File: src/rtl/core_pipe_ctrl_if.sv
// Signal bundle between the pipeline control unit and the front-end, issue and commit blocks.
// The slave modport is the control unit's view; the master modport is the surrounding core's view.
interface core_pipe_ctrl_if #(
  parameter int NUM_RSV   = 4,
  parameter int RSV_IDX_W = 2,
  parameter int PC_W      = 32,
  parameter int CNT_W     = 16
);
  logic                 dec_valid;
  logic [RSV_IDX_W-1:0] dec_rsv_sel;
  logic [NUM_RSV-1:0]   rsv_full;
  logic                 rob_full;
  logic                 rob_empty;
  logic                 regmng_full;
  logic                 commit_valid;
  logic                 commit_mispred;
  logic [PC_W-1:0]      commit_target;
  logic                 redirect_ack;
  logic                 halt_req;
  logic                 resume_req;

  logic                 fetch_en;
  logic                 dec_stall;
  logic                 fe_flush;
  logic [NUM_RSV-1:0]   rsv_flush;
  logic                 be_flush;
  logic                 redirect_valid;
  logic [PC_W-1:0]      redirect_pc;
  logic                 halted;
  logic [2:0]           state;
  logic [CNT_W-1:0]     stall_cnt;
  logic [CNT_W-1:0]     flush_cnt;

  modport slave (
    input  dec_valid, dec_rsv_sel, rsv_full, rob_full, rob_empty, regmng_full,
           commit_valid, commit_mispred, commit_target, redirect_ack,
           halt_req, resume_req,
    output fetch_en, dec_stall, fe_flush, rsv_flush, be_flush, redirect_valid,
           redirect_pc, halted, state, stall_cnt, flush_cnt
  );

  modport master (
    output dec_valid, dec_rsv_sel, rsv_full, rob_full, rob_empty, regmng_full,
           commit_valid, commit_mispred, commit_target, redirect_ack,
           halt_req, resume_req,
    input  fetch_en, dec_stall, fe_flush, rsv_flush, be_flush, redirect_valid,
           redirect_pc, halted, state, stall_cnt, flush_cnt
  );
endinterface

File: src/rtl/core_pipe_ctrl.sv
// Pipeline control: back-pressure gating of fetch/decode, mispredict flush/redirect sequencing,
// halt/drain/resume, and saturating stall/flush statistics.
module core_pipe_ctrl #(
  parameter int NUM_RSV   = 4,
  parameter int RSV_IDX_W = 2,
  parameter int PC_W      = 32,
  parameter int FLUSH_CYC = 2,
  parameter int CNT_W     = 16
) (
  input  logic           clk,
  input  logic           rst_n,
  core_pipe_ctrl_if.slave bus
);

  typedef enum logic [2:0] {
    RUN      = 3'd0,
    FLUSH    = 3'd1,
    REDIRECT = 3'd2,
    DRAIN    = 3'd3,
    HALTED   = 3'd4
  } state_t;

  state_t             state_q;
  logic [3:0]         flush_ctr;
  logic               halt_pending;
  logic [PC_W-1:0]    redirect_pc;
  logic               fe_flush;
  logic               be_flush;
  logic [NUM_RSV-1:0] rsv_flush;
  logic               redirect_valid;
  logic               halted;
  logic [CNT_W-1:0]   stall_cnt;
  logic [CNT_W-1:0]   flush_cnt;

  logic sel_full;
  logic run_stall;
  logic dec_stall;
  logic enter_flush;

  // A select that names no existing station matches no loop index and stays "full".
  // NOTE: every signal assigned in always_comb gets a default first so no latch is inferred.
  always_comb begin
    sel_full = 1'b1;
    for (int i = 0; i < NUM_RSV; i++) begin
      if (RSV_IDX_W'(i) == bus.dec_rsv_sel) sel_full = bus.rsv_full[i];
    end
  end

  assign run_stall   = bus.dec_valid & (sel_full | bus.rob_full | bus.regmng_full);
  assign dec_stall   = (state_q == RUN) ? run_stall : 1'b1;
  assign enter_flush = bus.commit_valid & bus.commit_mispred &
                       ((state_q == RUN) | (state_q == DRAIN));

  // NOTE: sequential state uses non-blocking assignments so every register samples pre-edge values.
  always_ff @(posedge clk or negedge rst_n) begin
    if (!rst_n) begin
      state_q        <= RUN;
      flush_ctr      <= '0;
      halt_pending   <= 1'b0;
      redirect_pc    <= '0;
      fe_flush       <= 1'b0;
      be_flush       <= 1'b0;
      rsv_flush      <= '0;
      redirect_valid <= 1'b0;
      halted         <= 1'b0;
      stall_cnt      <= '0;
      flush_cnt      <= '0;
    end else begin
      if ((state_q == RUN) && run_stall && (stall_cnt != '1)) begin
        stall_cnt <= stall_cnt + 1'b1;
      end

      if (enter_flush) begin
        // Mispredict wins over halt; a mispredict while draining must come back to drain.
        state_q     <= FLUSH;
        flush_ctr   <= 4'(FLUSH_CYC - 1);
        redirect_pc <= bus.commit_target;
        fe_flush    <= 1'b1;
        be_flush    <= 1'b1;
        rsv_flush   <= '1;
        if (state_q == DRAIN) halt_pending <= 1'b1;
        if (flush_cnt != '1) flush_cnt <= flush_cnt + 1'b1;
      end else begin
        unique case (state_q)
          RUN: begin
            if (bus.halt_req) state_q <= DRAIN;
          end
          FLUSH: begin
            if (flush_ctr == '0) begin
              state_q        <= REDIRECT;
              fe_flush       <= 1'b0;
              be_flush       <= 1'b0;
              rsv_flush      <= '0;
              redirect_valid <= 1'b1;
            end else begin
              flush_ctr <= flush_ctr - 1'b1;
            end
          end
          REDIRECT: begin
            if (bus.redirect_ack) begin
              redirect_valid <= 1'b0;
              state_q        <= (halt_pending | bus.halt_req) ? DRAIN : RUN;
            end
          end
          DRAIN: begin
            if (bus.rob_empty) begin
              state_q <= HALTED;
              halted  <= 1'b1;
            end
          end
          HALTED: begin
            if (bus.resume_req) begin
              state_q      <= RUN;
              halted       <= 1'b0;
              halt_pending <= 1'b0;
            end
          end
          default: state_q <= RUN;
        endcase
      end
    end
  end

  assign bus.dec_stall      = dec_stall;
  assign bus.fetch_en       = (state_q == RUN) & ~run_stall;
  assign bus.fe_flush       = fe_flush;
  assign bus.be_flush       = be_flush;
  assign bus.rsv_flush      = rsv_flush;
  assign bus.redirect_valid = redirect_valid;
  assign bus.redirect_pc    = redirect_pc;
  assign bus.halted         = halted;
  assign bus.state          = state_q;
  assign bus.stall_cnt      = stall_cnt;
  assign bus.flush_cnt      = flush_cnt;

endmodule

File: src/flat_wrapper.sv
// flat-port wrapper written by rule: the top's interface ports become plain ports
module core_pipe_ctrl_flat 
#(
  parameter int NUM_RSV   = 4,
  parameter int RSV_IDX_W = 2,
  parameter int PC_W      = 32,
  parameter int FLUSH_CYC = 2,
  parameter int CNT_W     = 16
)
  (clk, rst_n, bus_dec_valid, bus_dec_rsv_sel, bus_rsv_full, bus_rob_full, bus_rob_empty, bus_regmng_full, bus_commit_valid, bus_commit_mispred, bus_commit_target, bus_redirect_ack, bus_halt_req, bus_resume_req, bus_fetch_en, bus_dec_stall, bus_fe_flush, bus_rsv_flush, bus_be_flush, bus_redirect_valid, bus_redirect_pc, bus_halted, bus_state, bus_stall_cnt, bus_flush_cnt);
  core_pipe_ctrl_if #(.NUM_RSV(NUM_RSV), .RSV_IDX_W(RSV_IDX_W), .PC_W(PC_W), .CNT_W(CNT_W)) bus_i ();
  input  logic clk;
  input  logic rst_n;
  input wire logic [$bits(bus_i.dec_valid)-1:0] bus_dec_valid;
  input wire logic [$bits(bus_i.dec_rsv_sel)-1:0] bus_dec_rsv_sel;
  input wire logic [$bits(bus_i.rsv_full)-1:0] bus_rsv_full;
  input wire logic [$bits(bus_i.rob_full)-1:0] bus_rob_full;
  input wire logic [$bits(bus_i.rob_empty)-1:0] bus_rob_empty;
  input wire logic [$bits(bus_i.regmng_full)-1:0] bus_regmng_full;
  input wire logic [$bits(bus_i.commit_valid)-1:0] bus_commit_valid;
  input wire logic [$bits(bus_i.commit_mispred)-1:0] bus_commit_mispred;
  input wire logic [$bits(bus_i.commit_target)-1:0] bus_commit_target;
  input wire logic [$bits(bus_i.redirect_ack)-1:0] bus_redirect_ack;
  input wire logic [$bits(bus_i.halt_req)-1:0] bus_halt_req;
  input wire logic [$bits(bus_i.resume_req)-1:0] bus_resume_req;
  output wire logic [$bits(bus_i.fetch_en)-1:0] bus_fetch_en;
  output wire logic [$bits(bus_i.dec_stall)-1:0] bus_dec_stall;
  output wire logic [$bits(bus_i.fe_flush)-1:0] bus_fe_flush;
  output wire logic [$bits(bus_i.rsv_flush)-1:0] bus_rsv_flush;
  output wire logic [$bits(bus_i.be_flush)-1:0] bus_be_flush;
  output wire logic [$bits(bus_i.redirect_valid)-1:0] bus_redirect_valid;
  output wire logic [$bits(bus_i.redirect_pc)-1:0] bus_redirect_pc;
  output wire logic [$bits(bus_i.halted)-1:0] bus_halted;
  output wire logic [$bits(bus_i.state)-1:0] bus_state;
  output wire logic [$bits(bus_i.stall_cnt)-1:0] bus_stall_cnt;
  output wire logic [$bits(bus_i.flush_cnt)-1:0] bus_flush_cnt;
  assign bus_i.dec_valid = bus_dec_valid;
  assign bus_i.dec_rsv_sel = bus_dec_rsv_sel;
  assign bus_i.rsv_full = bus_rsv_full;
  assign bus_i.rob_full = bus_rob_full;
  assign bus_i.rob_empty = bus_rob_empty;
  assign bus_i.regmng_full = bus_regmng_full;
  assign bus_i.commit_valid = bus_commit_valid;
  assign bus_i.commit_mispred = bus_commit_mispred;
  assign bus_i.commit_target = bus_commit_target;
  assign bus_i.redirect_ack = bus_redirect_ack;
  assign bus_i.halt_req = bus_halt_req;
  assign bus_i.resume_req = bus_resume_req;
  assign bus_fetch_en = bus_i.fetch_en;
  assign bus_dec_stall = bus_i.dec_stall;
  assign bus_fe_flush = bus_i.fe_flush;
  assign bus_rsv_flush = bus_i.rsv_flush;
  assign bus_be_flush = bus_i.be_flush;
  assign bus_redirect_valid = bus_i.redirect_valid;
  assign bus_redirect_pc = bus_i.redirect_pc;
  assign bus_halted = bus_i.halted;
  assign bus_state = bus_i.state;
  assign bus_stall_cnt = bus_i.stall_cnt;
  assign bus_flush_cnt = bus_i.flush_cnt;
  core_pipe_ctrl #(.NUM_RSV(NUM_RSV), .RSV_IDX_W(RSV_IDX_W), .PC_W(PC_W), .FLUSH_CYC(FLUSH_CYC), .CNT_W(CNT_W)) u_core (.clk(clk), .rst_n(rst_n), .bus(bus_i));
endmodule
File: config.mk
export PLATFORM = sky130hd
export DESIGN_NAME = core_pipe_ctrl_flat
export DESIGN_NICKNAME = d
export VERILOG_FILES = /design/src/rtl/core_pipe_ctrl_if.sv /design/src/rtl/core_pipe_ctrl.sv /design/src/flat_wrapper.sv
export SDC_FILE = /design/constraint.sdc
export NUM_CORES = 1
export LEC_CHECK = 0
export ABC_AREA = 1
export BUFFER_PORTS_ARGS = -buffer_cell sky130_fd_sc_hd__buf_2
export CORE_MARGIN = 5
export CORE_UTILIZATION = 45
export CTS_CLUSTER_SIZE = 40
export DETAILED_ROUTE_END_ITERATION = 7
export PLACE_DENSITY = 0.82
export SLEW_MARGIN = 20
export SYNTH_ARGS = -nofsm -noshare
export SYNTH_HDL_FRONTEND = slang
export SYNTH_SLANG_ARGS = --single-unit
File: constraint.sdc
create_clock -name clk -period 1.75 [get_ports clk]
set_clock_uncertainty 0.1 [all_clocks]
set_input_delay 0.175 -clock clk [delete_from_list [all_inputs] [get_ports clk]]
set_output_delay 0.175 -clock clk [all_outputs]
set_load 0.02 [all_outputs]
==> After elaboration in Yosys (flattened, before gate mapping) <==
Index checks and enable logic that the tools add are counted.
{ "op_classes": {"eq_ne": 20, "addsub": 3, "reduce_logical": 18, "n_mux": 31, "bitwise": 10} }
{ "op_table": {"columns": ["cell", "n"], "rows": [
  ["adder 16 x 1 -> 16 bit, second input constant", 2],
  ["inequality test 16 bit, second input constant", 2],
  ["two-way mux 4 bit", 6],
  ["two-way mux 3 bit", 6],
  ["two-way mux 1 bit", 15],
  ["one-hot mux 3 bit (5 select lines)", 1],
  ["inequality test 3 x 2 -> 1 bit, second input constant", 4],
  ["nonzero test 2 bit", 6],
  ["inequality test 2 bit, second input constant", 4],
  ["AND reduction 4 bit", 2],
  ["equality test 3 x 2 -> 1 bit, second input constant", 2],
  ["AND reduction 2 bit", 3],
  ["AND reduction 5 bit", 1],
  ["AND 1 bit", 4],
  ["equality test 2 bit, first input constant", 2],
  ["logical NOT 4 bit", 1],
  ["inequality test 2 x 1 -> 1 bit, second input constant", 2],
  ["OR 1 bit", 4],
  ["one-hot mux 1 bit (2 select lines)", 2],
  ["subtractor 4 x 1 -> 4 bit, second input constant", 1],
  ["equality test 3 x 1 -> 1 bit, second input constant", 1],
  ["equality test 3 bit, second input constant", 1],
  ["logical NOT 3 bit", 1],
  ["inequality test 3 x 1 -> 1 bit, second input constant", 1],
  ["6 further kinds", 8]
]} }
{ "word_totals": {"regBits": 79, "inputBits": 49} }

==> Depth between registers and ports, before layout <==
Gate-level depths: netlist (run 1).
{ "logic_depth": {"depth_word": 10, "ltp_mapped": 10, "ltp_nobuf": 10} }

==> Least setup slack after synthesis (run 1) <==
OpenSTA, ideal clock, no wires.
{ "synth_timing": {"path_kind": "register to register", "from": "reg u_core.stall_cnt[0] (netlist: u_core.bus.stall_cnt[0])", "to": "reg u_core.stall_cnt[6] (netlist: u_core.bus.stall_cnt[6])", "setup_ns": 0.117, "path_stages_with_launch": 10, "required_time_ns": 1.533, "setup_slack_ns": -0.092, "n_path_buf": 1, "arrival_time_ns": 1.625, "cell_sequence": "dfrtp_1 -> ha_1 -> nand3_1 -> nor2_1 -> nand2_1 -> nor3_2 -> nor2_2 -> buf_2 -> nand2_1 -> nand2_1"} }
{ "synth_via": {"elab_chain_cells": 2, "elab_cells_between_ends": 3, "cone_classes": "add/sub: 1; eq/ne: 1; reduce/logical: 1"} }
{ "synth_lines": {"columns": ["item", "line", "rtl"], "rows": [
  ["from (decl)", "core_pipe_ctrl.sv:32", "logic [CNT_W-1:0] stall_cnt;"],
  ["from (signal assigned)", "core_pipe_ctrl.sv:70", "stall_cnt <= stall_cnt + 1'b1;"],
  ["parallel branches: the longest is 2 deep, another holds adder 16 x 1 -> 16 bit", null, null]
]} }
Parallel ways; which one is timed is not known.
A chain may end at the register's enable or synchronous reset.

==> Final worst setup path (run 1) <==
{ "layout_timing": {"from": "reg u_core.state_q[1] (netlist: u_core.bus.state[1])", "to": "reg u_core.flush_cnt[12] (netlist: u_core.bus.flush_cnt[12])"} }
{ "layout_via": {"elab_chain_cells": 4, "elab_cells_between_ends": 5, "cone_classes": "eq/ne: 1; bitwise: 2; reduce/logical: 2"} }
{ "layout_lines": {"columns": ["item", "line", "rtl"], "rows": [
  ["from (decl)", "core_pipe_ctrl.sv:23", "state_t state_q;"],
  ["from (signal assigned)", "core_pipe_ctrl.sv:102", "state_q <= (halt_pending | bus.halt_req) ? DRAIN : RUN;"],
  ["equality test 3 x 2 -> 1 bit / logical NOT 3 bit (equally long branches)", "core_pipe_ctrl.sv:52", "((state_q == RUN) | (state_q == DRAIN));"],
  ["OR 1 bit *", "core_pipe_ctrl.sv:52", null],
  ["AND 1 bit *", "core_pipe_ctrl.sv:51", "assign enter_flush = bus.commit_valid & bus.commit_mispred &"],
  ["AND reduction 2 bit (no source line) *", null, null],
  ["to (signal assigned)", "core_pipe_ctrl.sv:82", "if (flush_cnt != '1) flush_cnt <= flush_cnt + 1'b1;"],
  ["to (decl)", "core_pipe_ctrl.sv:33", "logic [CNT_W-1:0] flush_cnt;"]
]} }
Every way passes the cells marked *; elsewhere a longest branch is shown, timed or not.

==> results of run 1 <==
-- layout make-up --
cell class	instances	area (um^2)	share of cell area, %
Multi-Input combinational cell	365	1739	32.01
Clock buffer	12	155.1	2.855
Inverter	46	177.7	3.270
Tap cell	105	131.4	2.418
Clock inverter	4	120.1	2.210
Sequential cell	75	1884	34.68
Timing Repair Buffer	183	1226	22.57
-- cell families after synthesis --
logic type,after synthesis,share of synthesized area [%]
AOI/OAI and AO/OA,25,3.852
xor gates and xnor gates,22,5.028
adders and majority gates,4,1.306
buffers and inverters,62,7.117
DFF,75,48.97
and+or+nand+nor,313,33.73
-- worst max-delay path: stages, from the launching register on --
cell and delay (ps):
dfrtp_1 440, inv_2 120, nand3_4 120, a21oi_4 320
nand2_4 130, buf_4 170, o21ai_1 110, nand2_1 60
-- cells in the final DEF (no fill, tap or decap), types with 3 or more instances in the layout --
cell type / netlist / layout
nand2_1: 231 / 230
buf_2: 9 / 124
dfrtp_1: 75 / 69
inv_1: 43 / 42
dlygate4sd3_1: 0 / 33
nor2_1: 32 / 29
nand3_1: 26 / 24
buf_4: 5 / 20
o21ai_0: 13 / 13
xor2_1: 11 / 11
xnor2_1: 11 / 11
clkbuf_8: 0 / 11
nand4_1: 9 / 9
nor3_1: 7 / 7
dfrtp_2: 0 / 6
buf_12: 0 / 5
bufinv_16: 0 / 4
nand3_4: 2 / 3
a21oi_1: 3 / 3
o21ai_1: 3 / 3
ha_1: 4 / 3
-- layer usage --
layer / wire, um / up-vias / global-route usage (%)
met5: 0 / - / 0
met1: 4405 / 1811 / 24.59
li1: - / 1908 / -
met4: 180 / 0 / 6.862
met2: 5508 / 156 / 36.43
met3: 818 / 16 / 5.051
-- repair_timing --
action | CTS | global route
pin swaps | 0 | 5
gates cloned | 0 | 2
resized for setup | 1 | 13
endpoints found under the hold margin | 75 | 0
hold buffers | 33 | 0
setup endpoints to repair | 16 | 30
buffers inserted | 0 | 3
-- state kept, by name (all words and copies together) (netlist names) --
| name | count |
|---|---|
| u_core.halt_pending | 1 |
| u_core.bus.halted | 1 |
| u_core.bus.rsv_flush | 1 |
| u_core.bus.state | 3 |
| u_core.bus.redirect_valid | 1 |
| u_core.bus.stall_cnt | 16 |
| u_core.bus.redirect_pc | 32 |
| u_core.bus.flush_cnt | 16 |
| u_core.flush_ctr | 4 |
-- through the flow --
stage | setup TNS [ps] | cells | area (um^2) | setup slack [ps]
final | 0 | 790 | 5434 | 62.26
after global placement | -2.406 | 736 | 4710 | -2.406
after global routing | -10.45 | 790 | 5434 | -6.330
after detailed placement | -969.1 | 736 | 4710 | -90.37
after floorplan | 0 | 501 | 3840 | 23.25
after CTS | 0 | 785 | 5320 | 31.27
-- path summary, 6_finish.rpt --
path                            slack [ps]  depth (start not counted)                          to                        from
worst max-delay path                    60                          7    u_core.bus.flush_cnt[12]         u_core.bus.state[1]
worst min register to register         370                          2  u_core.bus.redirect_pc[30]  u_core.bus.redirect_pc[30]
worst max register to register          60                          7    u_core.bus.flush_cnt[12]         u_core.bus.state[1]
min in group asynchronous              230                          2  u_core.bus.redirect_pc[23]                       rst_n
worst min-delay path                    40                          4         u_core.bus.state[0]               bus_rob_empty
max in group asynchronous              790                          3         u_core.bus.state[0]                       rst_n
-- report_power, final --
group	switching, mW	leakage, nW	internal (mW)
clock	0.646	0.137	1.17
sequential	0.417	0.957	2.32
combinational	2.20	1.88	1.27
==> key figures, run 1 <==
Hold path
  • Min-Delay Path Class: input port to flop

Die
  • Die H: roughly 100 um
  • I/O Pins: roughly 130
  • DIE AREA: between 10000 and 15000 um^2
  • Initial core utilization: 46.41%
  • Num rows: 33
  • Die width: approximately 100 um
  • Core Region: 8258 um^2

Job
  • MaxCap Viol Count: 0

Global route
  • Initial antenna violation count: 0
  • Global Route Usage Sum: approximately 21%
  • Pin count of the biggest net entering global routing: 39
  • Vias in the first global route: 3876
  • First-pass GRT wire length: 17.25 mm
  • GRT overflow: 0

Final layout
  • Antenna cell count: 0
  • Layout fillers: 673
  • Utilization after layout: 65.80%
  • Share of layout cells above drive strength 1: between 20 and 30%
  • Nets: 733
  • Area Overhead vs Synth: 41.79%

Yosys
  • Post-synthesis sequential area ratio: just under 50%
  • Synthesized Nets: 554
  • Share of the synthesized area in the top cell type: 48.97%
  • Synth Flop Type: dfrtp_1
  • Count leader, synth: nand2_1
  • Synthesis warning total: 0
  • Post-synth EDFFs: 0
  • Most frequent cells after synthesis: 231 x nand2_1, 75 x dfrtp_1, 43 x inv_1
  • Mapped Area: approximately 3800 um^2
  • Synth area leaders: dfrtp_1 49%, nand2_1 23%, inv_1 4.2%, nand3_1 3.4%, nor2_1 3.1%
  • Post-Syn Instances: 501
  • Avg Cell Area, Syn: 7.650 um^2
  • Number of distinct library cells after synthesis: 31
  • Seq cells post-synth: 75
  • Largest area contributor in the netlist: dfrtp_1
  • Asr flop ratio synth: 100.0%

Clocking
  • TritonCTS buffer count: 9
  • CTS root buffer: clkbuf_8
  • CTS tree: yes
  • Maximum clock path buffer count: 2
  • CTS H-tree depth: 3
  • Clock sinks: 75
  • Clock latency on the worst-skew pair: 340 ps
  • Clock-pin slew on the worst setup and hold paths: 80 ps

Setup path
  • WP data arrival: 1820 ps
  • Maximum fanout along the worst path: 6
  • Kind of critical path: flop to flop
  • CP endpoint kind: flop
  • CP Launch Type: flop
  • Worst Path Required: 1880 ps

Timing
  • Final Max Tran Viols: 0
  • Post-route minimum period: 1688 ps
  • Maximum achievable frequency: 0.5925 GHz
  • Fin. Hold Viols: 0
  • Rel. slew slack: 74.57%
  • Period utilization: 96.44%
  • Fin Hold WS: 40.61 ps
  • Final Setup Violations: 0
  • Worst slew pin tran: 378.0 ps

Routing
  • Detailed Route WL: 10.91 mm
  • Drt pass-1 iters: 4
  • Via count: 3891
  • Wire length per cell: 13.81 um
  • Iteration-0 DRC Markers: approximately 160
  • Via-per-instance ratio: 4.925
  • Post-route ant nets: 0
  • DRC errors left: 0

Placement
  • Buffers on Ports: 125
  • RD Place Congestion: 0.8648
  • Hpwl dp: 7.197 mm

Pwr
  • Power Dens Cells: 1477 nW/um^2
  • Worst vdd ir: 0.8299 mV
  • LEAKAGE: 2.977 nW
  • Total Power: 8.028 mW

Outcome
  • Outcome: finished, final reports clean
(Power assumes the default switching activity.)
==> run 2, diff against run 1 <==
--- a/config.mk
+++ b/config.mk
@@ -7,10 +7,13 @@
 export LEC_CHECK = 0
 export ABC_AREA = 1
 export BUFFER_PORTS_ARGS = -buffer_cell sky130_fd_sc_hd__buf_2
+export CORE_ASPECT_RATIO = 1.2
 export CORE_MARGIN = 5
 export CORE_UTILIZATION = 45
 export CTS_CLUSTER_SIZE = 40
 export DETAILED_ROUTE_END_ITERATION = 7
+export GPL_TIMING_DRIVEN = 0
+export HOLD_SLACK_MARGIN = 0.05
 export PLACE_DENSITY = 0.82
 export SLEW_MARGIN = 20
 export SYNTH_ARGS = -nofsm -noshare
==> key figures, run 2 (synthesis results as in run 1) <==
Routing
  • Detailed Route WL: 10.96 mm
  • Iteration-0 DRC Markers: 149
  • Wire length per cell: 13.45 um
  • Via-per-instance ratio: 4.892
  • Via count: approximately 4000
  • Post-route ant nets: 0
  • DRC errors left: 0
  • Drt pass-1 iters: 4

Final layout
  • Number of flip-flops in the largest register: 32
  • Reg with most FFs: u_core.bus.redirect_pc
  • Biggest regs: u_core.bus.redirect_pc x32, u_core.bus.flush_cnt x16, u_core.bus.stall_cnt x16
  • Reg area: 1886 um^2
  • Utilization after layout: 64.33%
  • Area Overhead vs Synth: 42.21%
  • Most common cell after layout, fill and taps aside: nand2_1
  • Final cell count without fillers: 815
  • Antenna cell count: 0
  • Share of layout cells above drive strength 1: 29.08%
  • Commonest non-fill, non-tap cells in the layout: 230 x nand2_1, 126 x buf_2, 68 x dfrtp_1
  • Layout fillers: 708
  • Nets: 746
  • Area occupied by multi-input gates: around 1800 um^2
  • Finished Cell Area: between 5000 and 6000 um^2

Hold path
  • Hold path start: bus_commit_mispred
  • Min-Delay Path Class: input port to flop

Global route
  • GRT overflow: 0
  • Pin count of the biggest net entering global routing: 43
  • Initial antenna violation count: 0
  • Vias in the first global route: 4012
  • Global Route Usage Sum: around 21%
  • First-pass GRT wire length: ~18 mm

Placement
  • Inst Count DP: 744
  • Hpwl dp: 7.382 mm
  • Placement Cell Area: 4634 um^2
  • Setup Slack @ Placement: -157.0 ps
  • RD Place Congestion: 0.8714
  • Buffers on Ports: between 100 and 150

Die
  • Core Region: 8472 um^2
  • I/O Pins: 126
  • Num rows: 37
  • Initial core utilization: 45.24%
  • Die width: between 90 and 100 um
  • Die H: 111.1 um
  • DIE AREA: 10470 um^2

Setup path
  • Family with the most delay on the worst path: flip-flops
  • Kind of critical path: flop to flop
  • Crit path from: u_core.bus.state[2]
  • Worst Path Required: 1890 ps
  • Reg-to-Reg Start: u_core.bus.state[2]
  • Crit-path max cell delay: 430 ps
  • WP data arrival: 1820 ps
  • CP endpoint kind: flop
  • CP max-delay cell: dfrtp_1
  • Critical path, cell by cell: inv_4, nand3_4, a21oi_4, nand2_4, buf_4, o21ai_0, nand2_1
  • Maximum fanout along the worst path: 7
  • Worst path bufs/invs: 2
  • CP Launch Type: flop

Timing
  • Final Setup Violations: 0
  • Fin. Hold Viols: 0
  • Worst slew pin tran: about 450 ps
  • Maximum achievable frequency: 0.5963 GHz
  • Post-route minimum period: 1677 ps
  • Rel. slew slack: 69.79%
  • Period utilization: 95.82%
  • Final Max Tran Viols: 0
  • Fin Hold WS: 72.60 ps
  • Worst setup margin: 73.08 ps

Clocking
  • CTS H-tree depth: 3
  • Clock-pin slew on the worst setup and hold paths: 80 ps
  • Clock latency on the worst-skew pair: 360 ps
  • CTS root buffer: clkbuf_8
  • Clock sinks: between 70 and 80
  • Maximum clock path buffer count: 2
  • TritonCTS buffer count: 9
  • CTS tree: yes

Outcome
  • Outcome: finished, final reports clean

Pwr
  • Power Dens Cells: 1395 nW/um^2
  • LEAKAGE: between 2 and 3 nW
  • Worst vdd ir: 1.017 mV

Job
  • MaxCap Viol Count: 0
## run 2: cell count changes in the layout (fill, tap and decap cells not counted), moves of 2 or more
cell / before / now
buf_4: 20 / 25
bufinv_16: 4 / 0
clkbuf_4: 0 / 4
clkinvlp_4: 0 / 4
buf_12: 5 / 2
buf_6: 0 / 3
dlygate4sd3_1: 33 / 36
buf_2: 124 / 126
o21ai_0: 13 / 11
o21ai_1: 3 / 5
## run 2: cell type report
type,count,share of cell area [%]
tap,117,2.686
buffer,16,2.181
clock buffer,11,2.594
timing repair buffer,181,21.42
sequential,75,34.60
multi-input combinational,364,32.46
clock inverter,5,0.7117
inverter,46,3.352
## run 2: worst register-to-register path: stages, from the launching register on
cell	delay [ps]
dfrtp_1	430
inv_4	120
nand3_4	140
a21oi_4	290
nand2_4	120
buf_4	150
o21ai_0	140
nand2_1	60
## run 2: final timing paths
kind / cells after the start / endpoint / slack, ps
worst max-delay path: 7 / u_core.bus.flush_cnt[4] / 70
worst min-delay path: 3 / u_core.halt_pending / 70
worst max register to register: 7 / u_core.bus.flush_cnt[4] / 70
worst min register to register: 2 / u_core.bus.redirect_pc[0] / 370
max in group asynchronous: 3 / u_core.bus.flush_cnt[5] / 750
min in group asynchronous: 2 / u_core.bus.halted / 200
## run 2: power breakdown
| group | total, mW | switching (mW) | internal, mW | leakage (nW) |
|---|---|---|---|---|
| Combinational | 3.61 | 2.25 | 1.36 | 1.94 |
| Clock | 1.22 | 0.668 | 0.556 | 0.0778 |
| Sequential | 2.77 | 0.445 | 2.32 | 0.956 |
| Total | 7.60 | 3.36 | 4.24 | 2.98 |
## run 2: per-layer routing
metal  up-vias  routed length, um  global-route usage (%)
met5         -                  0                       0
met4         0                530                   13.01
met3        52                599                   4.005
met2       143               5838                   37.55
met1      1855               3991                   23.37
li1       1937                  -                       -
## run 2: timing repair
action                                  CTS  global route
hold buffers                             36             0
buffers inserted                          7            12
gates resized for setup                  15            20
pin swaps                                 5             3
endpoints found under the setup margin   52            46
hold endpoints to repair                 68             0
## run 2: through the flow
stage                     setup TNS (ps)  power [mW]
after global routing              -13.41       8.092
after detailed placement           -2612       5.926
after floorplan                        0       4.803
after global placement             -7704       5.762
final                                  0       7.602
after CTS                              0       7.345
==> run 3, diff against run 2 <==
==> constraint.sdc (replaced) <==
create_clock -name clk -period 1.75 [get_ports clk]
set_clock_uncertainty 0.1 [all_clocks]
set_input_delay 0.35 -clock clk [delete_from_list [all_inputs] [get_ports clk]]
set_output_delay 0.35 -clock clk [all_outputs]
set_load 0.02 [all_outputs]
==> key figures, run 3 (synthesis results as in run 1) <==
Setup path
  • Critical path depth: 5
  • Family with the most delay on the worst path: flip-flops
  • Kind of critical path: flop to output pin
  • CP Launch Type: flop
  • Worst Path Required: 1300 ps
  • Critical path, cell by cell: inv_4, nand3_4, nor2_4, inv_2, buf_6
  • WP data arrival: 1290 ps
  • CP endpoint kind: output pin
  • CP max-delay cell: dfrtp_2
  • R2R cell count: 7
  • Worst path bufs/invs: 3
  • Crit-path max cell delay: 440 ps
  • Maximum fanout along the worst path: 5

Pwr
  • Total Power: between 7 and 8 mW
  • LEAKAGE: 2.835 nW
  • Worst vdd ir: 0.7022 mV
  • Power Dens Cells: between 1000 and 1500 nW/um^2

Global route
  • GRT overflow: 0
  • First-pass GRT wire length: 16.54 mm
  • Pin count of the biggest net entering global routing: 42
  • Vias in the first global route: 3635
  • Global Route Usage Sum: 19.69%
  • Initial antenna violation count: 0

Timing
  • Worst slew pin tran: 526.6 ps
  • Rel. slew slack: between 60 and 70%
  • Worst setup margin: 5.140 ps
  • Fin. Hold Viols: 0
  • Final TNS setup: 0 ps
  • Post-route minimum period: 1745 ps
  • Period utilization: 99.71%
  • RSZ-0062 raised after global routing: yes
  • Maximum achievable frequency: 0.5731 GHz
  • Final Max Tran Viols: 0
  • Final Setup Violations: 0

Outcome
  • Outcome: finished, final reports clean

Final layout
  • Antenna cell count: 0
  • Layout fillers: around 750
  • Final cell count without fillers: approximately 780
  • Biggest regs: u_core.bus.redirect_pc x32, u_core.bus.flush_cnt x16, u_core.bus.stall_cnt x16
  • Commonest non-fill, non-tap cells in the layout: 229 x nand2_1, 125 x buf_2, 65 x dfrtp_1
  • Area Overhead vs Synth: 33.20%
  • Reg with most FFs: u_core.bus.redirect_pc
  • Number of flip-flops in the largest register: 32
  • Finished Cell Area: approximately 5000 um^2
  • Most common cell after layout, fill and taps aside: nand2_1
  • Nets: between 700 and 800
  • Share of layout cells above drive strength 1: roughly a third
  • Area occupied by multi-input gates: 1789 um^2
  • Reg area: ~1900 um^2

Die
  • Die width: 94.25 um
  • DIE AREA: roughly 10000 um^2
  • Die H: 111.1 um
  • Initial core utilization: between 40% and 50%
  • I/O Pins: around 130
  • Num rows: 37
  • Core Region: 8472 um^2

Job
  • MaxCap Viol Count: 0

Placement
  • RD Place Congestion: 0.9039
  • Hpwl dp: 7.195 mm
  • Buffers on Ports: about 130
  • Setup Slack @ Placement: -183.2 ps
  • Inst Count DP: between 700 and 800
  • Placement Cell Area: 4637 um^2

Clocking
  • Clock sinks: 75
  • Clock latency on the worst-skew pair: ~350 ps
  • CTS tree: yes
  • Maximum clock path buffer count: 2
  • CTS root buffer: clkbuf_8
  • Clock-pin slew on the worst setup and hold paths: 80 ps
  • TritonCTS buffer count: 9
  • CTS H-tree depth: 3

Routing
  • Iteration-0 DRC Markers: 135
  • Via-per-instance ratio: about 4.9
  • Wire length per cell: 13.08 um
  • Drt pass-1 iters: 4
  • Detailed Route WL: between 10 and 15 mm
  • Post-route ant nets: 0
  • DRC errors left: 0
  • Via count: 3826

Hold path
  • Min-Delay Path Class: input port to flop
  • Hold-critical path depth: 3
==> run 3: cell count changes in the layout (fill, tap and decap cells not counted), sizes merged <==
cell,delta
bufinv,+1
dlygate4sd3,-35
clkbuf,-2
clkinvlp,-4
buf,-3
clkinv,+4
==> run 3: power by group <==
group	switching, mW	internal, mW	leakage, nW
registers	0.444	2.33	0.951
clock network	0.634	0.685	0.106
logic	2.21	1.31	1.78
==> run 3: final timing paths <==
| check | endpoint | slack [ps] | from |
|---|---|---|---|
| setup / recovery | bus_dec_stall | 5 | u_core.bus.state[1] |
| hold / removal | u_core.bus.redirect_pc[10] | 100 | bus_commit_target[10] |
| setup reg to reg | u_core.bus.flush_cnt[12] | 120 | u_core.bus.state[0] |
| hold reg to reg | u_core.bus.redirect_pc[31] | 370 | u_core.bus.redirect_pc[31] |
| max in group asynchronous | u_core.bus.flush_cnt[0] | 560 | rst_n |
| min in group asynchronous | u_core.bus.redirect_valid | 390 | rst_n |
==> run 3: through the flow <==
step	hold slack [ps]	utilization [%]
3_5_place_dp	244.9	54.73
4_1_cts	81.19	58.97
2_1_floorplan	-45.59	-
6_report	95.91	60.26
3_3_place_gp	351.2	54.47
5_1_grt	84.67	60.26
==> run 3: per-layer routing <==
| metal | vias up | track usage [%] | part of all wire, % | wire length (um) |
|---|---|---|---|---|
| li1 | 1858 | - | - | - |
| met1 | 1780 | 23.59 | 40 | 4092 |
| met2 | 157 | 33.00 | 50 | 5059 |
| met3 | 31 | 3.666 | 6.6 | 673 |
| met4 | 0 | 10.40 | 3.2 | 324 |
| met5 | - | 0 | 0 | 0 |
==> run 3: final cells by class <==
type,instances,area share [%]
Sequential cell,75,37.01
Multi-Input combinational cell,364,35.05
Timing Repair Buffer,143,15.66
Inverter,46,3.578
Tap cell,117,2.868
Clock buffer,10,2.696
Buffer,15,2.059
Clock inverter,6,1.078
==> run 3: worst register-to-register path: stages (launching register included) <==
cell     delay [ps]
dfrtp_2         400
buf_4           160
nand3_4         120
a21oi_4         280
nand2_4         110
buf_4           190
o21ai_1         120
nand2_1          50
==> run 3: timing repair <==
item,4_1_cts,5_1_grt
hold endpoints to repair,34,0
buffers inserted,11,5
gates resized for setup,21,24
pin swaps,7,6
endpoints found under the setup margin,33,48
hold buffers,1,0
